**src/rtl/pipe_stage_skid.sv**
```systemverilog
// Elastic pipeline stage with a two-entry skid buffer.
// Carries a payload plus a control field over a valid/ready handshake.
// in_ready is a flop output, so there is no combinational path from out_ready.
// Control fields read zero whenever their entry is absent.
// Flush is synchronous and discards both stored entries and any entry offered in the same cycle.
module pipe_stage_skid #(
    parameter int DATA_W              = 69,
    parameter int CTRL_W              = 2,
    parameter bit CLEAR_DATA_ON_FLUSH = 1'b1
) (
    input  logic              clk,
    input  logic              rst,
    input  logic              flush,
    input  logic              in_valid,
    output logic              in_ready,
    input  logic [DATA_W-1:0] in_data,
    input  logic [CTRL_W-1:0] in_ctrl,
    output logic              out_valid,
    input  logic              out_ready,
    output logic [DATA_W-1:0] out_data,
    output logic [CTRL_W-1:0] out_ctrl,
    output logic [1:0]        occupancy
);

    // Occupancy state, encoded directly as {main valid, skid valid}; 2'b01 is unreachable.
    typedef enum logic [1:0] {
        ST_EMPTY = 2'b00,
        ST_ONE   = 2'b10,
        ST_FULL  = 2'b11
    } state_t;

    logic              main_v_q, main_v_d;
    logic              skid_v_q, skid_v_d;
    logic [DATA_W-1:0] main_data_q, main_data_d;
    logic [DATA_W-1:0] skid_data_q, skid_data_d;
    logic [CTRL_W-1:0] main_ctrl_q, main_ctrl_d;
    logic [CTRL_W-1:0] skid_ctrl_q, skid_ctrl_d;
    logic              in_ready_q, in_ready_d;
    logic [1:0]        occupancy_q, occupancy_d;

    state_t state;
    logic   accept;
    logic   drain;

    assign state  = state_t'({main_v_q, skid_v_q});
    assign accept = in_valid & in_ready_q;
    assign drain  = main_v_q & out_ready;

    // Next-state logic.
    // Hold is the default.
    // Flush overrides any handshake activity.
    always_comb begin
        main_v_d    = main_v_q;
        skid_v_d    = skid_v_q;
        main_data_d = main_data_q;
        skid_data_d = skid_data_q;
        main_ctrl_d = main_ctrl_q;
        skid_ctrl_d = skid_ctrl_q;

        if (flush) begin
            main_v_d    = 1'b0;
            skid_v_d    = 1'b0;
            main_ctrl_d = '0;
            skid_ctrl_d = '0;
            if (CLEAR_DATA_ON_FLUSH) begin
                main_data_d = '0;
                skid_data_d = '0;
            end
        end else begin
            unique case (state)
                ST_EMPTY: begin
                    if (accept) begin
                        main_v_d    = 1'b1;
                        main_data_d = in_data;
                        main_ctrl_d = in_ctrl;
                    end
                end
                ST_ONE: begin
                    if (accept && drain) begin
                        main_data_d = in_data;
                        main_ctrl_d = in_ctrl;
                    end else if (accept) begin
                        // Downstream is stalled, so the new entry parks in the skid register.
                        skid_v_d    = 1'b1;
                        skid_data_d = in_data;
                        skid_ctrl_d = in_ctrl;
                    end else if (drain) begin
                        // The stage becomes empty, so the control field is cleared to a bubble.
                        main_v_d    = 1'b0;
                        main_ctrl_d = '0;
                    end
                end
                ST_FULL: begin
                    if (drain) begin
                        main_data_d = skid_data_q;
                        main_ctrl_d = skid_ctrl_q;
                        skid_v_d    = 1'b0;
                        skid_ctrl_d = '0;
                    end
                end
                default: begin
                    // Unreachable encoding.
                    // Recover to EMPTY with bubble control fields.
                    main_v_d    = 1'b0;
                    skid_v_d    = 1'b0;
                    main_ctrl_d = '0;
                    skid_ctrl_d = '0;
                end
            endcase
        end

        in_ready_d  = ~skid_v_d;
        occupancy_d = {1'b0, main_v_d} + {1'b0, skid_v_d};
    end

    // State registers.
    // Reset is asynchronous and leaves the stage empty but ready to accept.
    always_ff @(posedge clk or posedge rst) begin
        if (rst) begin
            main_v_q    <= 1'b0;
            skid_v_q    <= 1'b0;
            main_data_q <= '0;
            skid_data_q <= '0;
            main_ctrl_q <= '0;
            skid_ctrl_q <= '0;
            in_ready_q  <= 1'b1;
            occupancy_q <= 2'd0;
        end else begin
            main_v_q    <= main_v_d;
            skid_v_q    <= skid_v_d;
            main_data_q <= main_data_d;
            skid_data_q <= skid_data_d;
            main_ctrl_q <= main_ctrl_d;
            skid_ctrl_q <= skid_ctrl_d;
            in_ready_q  <= in_ready_d;
            occupancy_q <= occupancy_d;
        end
    end

    assign in_ready  = in_ready_q;
    assign out_valid = main_v_q;
    assign out_data  = main_data_q;
    assign out_ctrl  = main_ctrl_q;
    assign occupancy = occupancy_q;

endmodule

```
**config.mk**
```make
export PLATFORM = sky130hd
export DESIGN_NAME = pipe_stage_skid
export DESIGN_NICKNAME = d
export VERILOG_FILES = /design/src/rtl/pipe_stage_skid.sv
export SDC_FILE = /design/constraint.sdc
export NUM_CORES = 1
export LEC_CHECK = 0
export CORE_ASPECT_RATIO = 2
export CORE_MARGIN = 3
export CORE_UTILIZATION = 45
export DETAILED_ROUTE_END_ITERATION = 16
export PLACE_DENSITY_LB_ADDON = 0.3
export SETUP_SLACK_MARGIN = 0.5
export SYNTH_ARGS = -nofsm -noshare
export SYNTH_HDL_FRONTEND = slang
export SYNTH_SLANG_ARGS = --single-unit
```
**constraint.sdc**
```tcl
create_clock -name clk -period 4.2 [get_ports clk]
set_input_delay 0.42 -clock clk [delete_from_list [all_inputs] [get_ports clk]]
set_output_delay 0.42 -clock clk [all_outputs]
set_load 0.05 [all_outputs]
```
Word-level counts from Yosys, hierarchy flattened
Index checks and enable logic that the tools add are counted.
{"block": "totals", "output_inout_bits": 75, "ff_bits": 147, "word_cells": 61, "input_bits": 76}
{"block": "op_classes", "eq_ne": 11, "reduce_logical": 9, "bitwise": 3, "addsub": 1, "muxes": 29}
{"operator": "69-bit 2-to-1 mux", "count": 7}
{"operator": "69-bit case mux with 3 select lines", "count": 1}
{"operator": "2-bit 2-to-1 mux", "count": 8}
{"operator": "3-bit inequality test, second input constant", "count": 5}
{"operator": "2-bit case mux with 3 select lines", "count": 2}
{"operator": "4-bit AND reduction", "count": 3}
{"operator": "1-bit 2-to-1 mux", "count": 9}
{"operator": "4-bit inequality test, second input constant", "count": 2}
{"operator": "1-bit case mux with 3 select lines", "count": 2}
{"operator": "2-bit == test, second input constant", "count": 2}
{"operator": "2-bit inequality test, second input constant", "count": 2}
{"operator": "2-bit nonzero test", "count": 2}
{"operator": "4-bit nonzero test", "count": 1}
{"operator": "3-bit AND reduction", "count": 1}
{"operator": "1-bit by 1-bit adder with 2-bit output", "count": 1}
{"operator": "1-bit AND", "count": 2}
{"operator": "2-bit logical NOT", "count": 1}
{"operator": "1-bit logical AND", "count": 1}
{"operator": "1-bit inverter", "count": 1}

Depth between registers and ports, before layout
{"block": "depth", "depth_word": 7, "ltp_mapped": 7, "ltp_nobuf": 4}

Worst setup path after synthesis
Ideal clock, no wire load.
{"block": "synth_path", "path_type": "reg2reg", "from": "register main_v_q, in the netlist out_valid", "to": "register main_data_q[46], in the netlist out_data[46]", "n_path_buf": 3, "slack_ps": 2346, "path_stages_with_launch": 8, "setup_ps": 145, "arrival_ps": 1709, "path_cell_list": "dfrtp_1 -> buf_4 -> nor2b_1 -> o31a_1 -> buf_2 -> buf_2 -> nand2_1 -> o31ai_2"}
{"block": "synth_via", "elab_chain_len": 4}
{"item": "start: declaration", "line": "32", "source": "logic main_v_q, main_v_d;"}
{"item": "start signal: assignment", "line": "129", "source": "main_v_q <= main_v_d;"}
{"item": "1-bit AND", "line": "47", "source": "assign drain = main_v_q & out_ready;"}
{"item": "1-bit logical AND", "line": "79", "source": "if (accept && drain) begin"}
{"item": "3-bit inequality test (no line)"}
{"item": "4-bit AND reduction (no line)"}
{"item": "end signal: assignment", "line": "131", "source": "main_data_q <= main_data_d;"}
{"item": "end: declaration", "line": "34", "source": "logic [DATA_W-1:0] main_data_q, main_data_d;"}
Several ways; a longest one is shown, not always the timed one.
A chain may end at the register's enable or synchronous reset.

Worst setup path after layout
{"block": "layout_path", "from": "register main_v_q, in the netlist out_valid", "to": "output port out_valid"}
{"item": "end: declaration", "line": "18", "source": "output logic out_valid,"}
No word-level cell between the ends.

==> flow_summary.toml <==
[global_route]
grt_first_pass_wirelength_um = 26000
antenna_found_initial = 1
grt_overflow_total = 0
grt_max_degree = 75
grt.total_usage_pct = 20.2
grt_pass1_vias = 4981

[critical_path]
critPathCaptureType = "primary output"
start_kind = "register"
cp_data_required_time_ns = 3.78
critPathTopFamily = "buffers and inverters"
path_cells = "clkdlybuf4s50_1"
crit_arrival_ns = 1.86
path_class = "register to primary output"
cpMaxStageDelayCell = "clkdlybuf4s50_1"
critPathMaxFanout = 11
max_stage_delay_ns = 0.89
critPathBufInv = 1

[clock_tree]
cts_max_path_buffers = 2
clk_pin_slew_worst_paths_ns = 0.06
hold_buffers = 0
clock_latency_ns = 0.42
cts_setup_buffers = 0
cts.sinks = 147
cts_buffers = 17
cts_resized = 0
cts.root.buffer_cell = "clkbuf_16"
h-tree-depth = 4
cts_tree = "built"

[logic_synthesis]
syn_avg_cell_area_sq_um = 12.9
yosys_warnings = 0
syn-instance-count = 509
synth-seq-cells = 147
yosys.area.top_type = "dfrtp_1"
ys_seq_area_share_pct = 56.1
synth_cell_types = 25
yosys-top-cells-area = "dfrtp_1 56%, mux2i_1 11%, o31ai_2 9.7%, a22o_1 9.2%, nand2_1 4.3%"
synth_top_area_share_pct = 55.7
syn-cell-area_sq_um = 6560
syn-num-nets = 585

[floorplan]
die_x_um = 91.4
initial_utilization_pct = 46.4
die_area_sq_um = 16100
ios = 151
die_h_um = 177
coreArea_sq_um = 14100
num_rows = 61

[layout]
final_core_util_pct = 61.3
drive_gt1_share_pct = 15.3
areaGrowthSynthToFinish_pct = 32.0
stdcell_count = 843
final_cell_mix = "149 x clkdlybuf4s50_1, 146 x dfrtp_1, 75 x nand2_1, 70 x mux2i_1, 69 x a22o_1"
nNetsFinal = 716
mostFrequentLayoutCell = "clkdlybuf4s50_1"

[timing]
max_slew.worst_pin.slew_ns = 0.992
timing.fmax_mhz = 438
setup_slack_ns = 1.92
relSlewSlack_pct = 33.7
fin_crit_sh_pct = 54.4
fin_crit_ns = 2.28
rsz0062_at_grt = "false"
clock_skew_ns = 0.0108
finalMaxSlewViolations = 0
final_hold_viol_count = 0
fin_tns_setup_ns = 0
setup_viol = 0

[drt]
drt_first_pass_iters = 4
vias_per_cell = 5.54
antenna_left = 0
post_drt_wl_per_cell_um = 18.7
drt_iter0_markers = 212
routed_wl_um = 15800
drc = 0
num_vias = 4669

[placement]
place.gp.congestion = 0.812
io_buffer_count = 150
dp_cells = 810
dp_hpwl_um = 10300
place_ws_ns = 1.58

[power_and_ir_drop]
leakage_uw = 0.00420
p_per_area_nw_per_um2 = 426
power_frac_seq_pct = 41.8
p_switching_uw = 1100
clockPowerShare_pct = 40.1
total_power_uw = 3680
ir_drop_mv = 0.301
p_comb_share_pct = 18.1
p_sw_share_pct = 29.8
intPower_uw = 2590

[hold_path]
hold_class = "register to register"

[outcome]
status = "finished, final reports clean"

[flow_run]
maxCapViolCount = 0
## metal layers
layer	GRT usage (%)	wire, um	vias up
li1	-	-	2145
met1	24.9	6480	2381
met2	34.2	8430	125
met3	4.64	552	18
met4	8.31	322	0
met5	0	0	-
## metrics by stage
stage	area [sq um]	hold slack, ns
floorplan	6560	0.472
global placement	8070	0.467
detailed placement	8070	0.467
CTS	8660	0.482
global route	8660	0.502
finish	8660	0.477
## worst paths after layout
check / from / endpoint / slack (ns) / depth (start not counted)
worst max-delay path: out_valid$_DFF_PP0_ / out_valid / 1.92 / 1
worst min-delay path: out_data[25]$_DFFE_PP0P_ / out_data[25]$_DFFE_PP0P_ / 0.48 / 2
worst max register to register: skid_v_q$_DFF_PP0_ / out_data[60]$_DFFE_PP0P_ / 1.94 / 4
worst min register to register: out_data[25]$_DFFE_PP0P_ / out_data[25]$_DFFE_PP0P_ / 0.48 / 2
max in group asynchronous: rst / out_data[46]$_DFFE_PP0P_ / 2.70 / 3
min in group asynchronous: rst / out_data[42]$_DFFE_PP0P_ / 0.59 / 2
## sequential cells by signal, indices dropped and copies added (netlist names)
register / cells
out_data: 69
skid_data_q: 69
occupancy: 2
out_ctrl: 2
skid_ctrl_q: 2
in_ready: 1
out_valid: 1
skid_v_q: 1
## power by group through the flow
stage	combinational [uW]	sequential [uW]	clock [uW]
final	665	1540	1480
after global routing	705	1550	1570
after CTS	674	1540	1520
after detailed placement	672	1570	0
after global placement	661	1560	0
after floorplan	213	1770	0
## layout make-up
cell class / count / area (sq um)
Fill cell: 1172 / 5460
Inverter: 4 / 18.8
Tap cell: 189 / 236
Multi-Input combinational cell: 311 / 2560
Timing Repair Buffer: 159 / 1580
Clock buffer: 18 / 439
Clock inverter: 14 / 143
Antenna cell: 1 / 2.50
Sequential cell: 147 / 3680
## cell usage after synthesis
cell type  number
dfrtp_1       146
nand2_1        75
mux2i_1        70
a22o_1         69
o31ai_2        51
buf_2          22
o31ai_1        18
buf_6          14
clkbuf_1        7
nor2_1          7
inv_1           4
nor3_1          4
a211oi_1        3
a21oi_1         3
buf_4           3
a21boi_0        2
a32o_1          2
nor2b_1         2
a21oi_2         1
buf_1           1
dfstp_2         1
nand2_2         1
nand2b_1        1
nor4_4          1
o31a_1          1
## cell families after synthesis
group,share of synthesized area [%]
AO/OA/AOI/OAI,22.4
flip-flops,56.1
multiplexers,10.7
buffers and inverters,5.11
AND/OR/NAND/NOR,5.71
(Power assumes the default switching activity.)
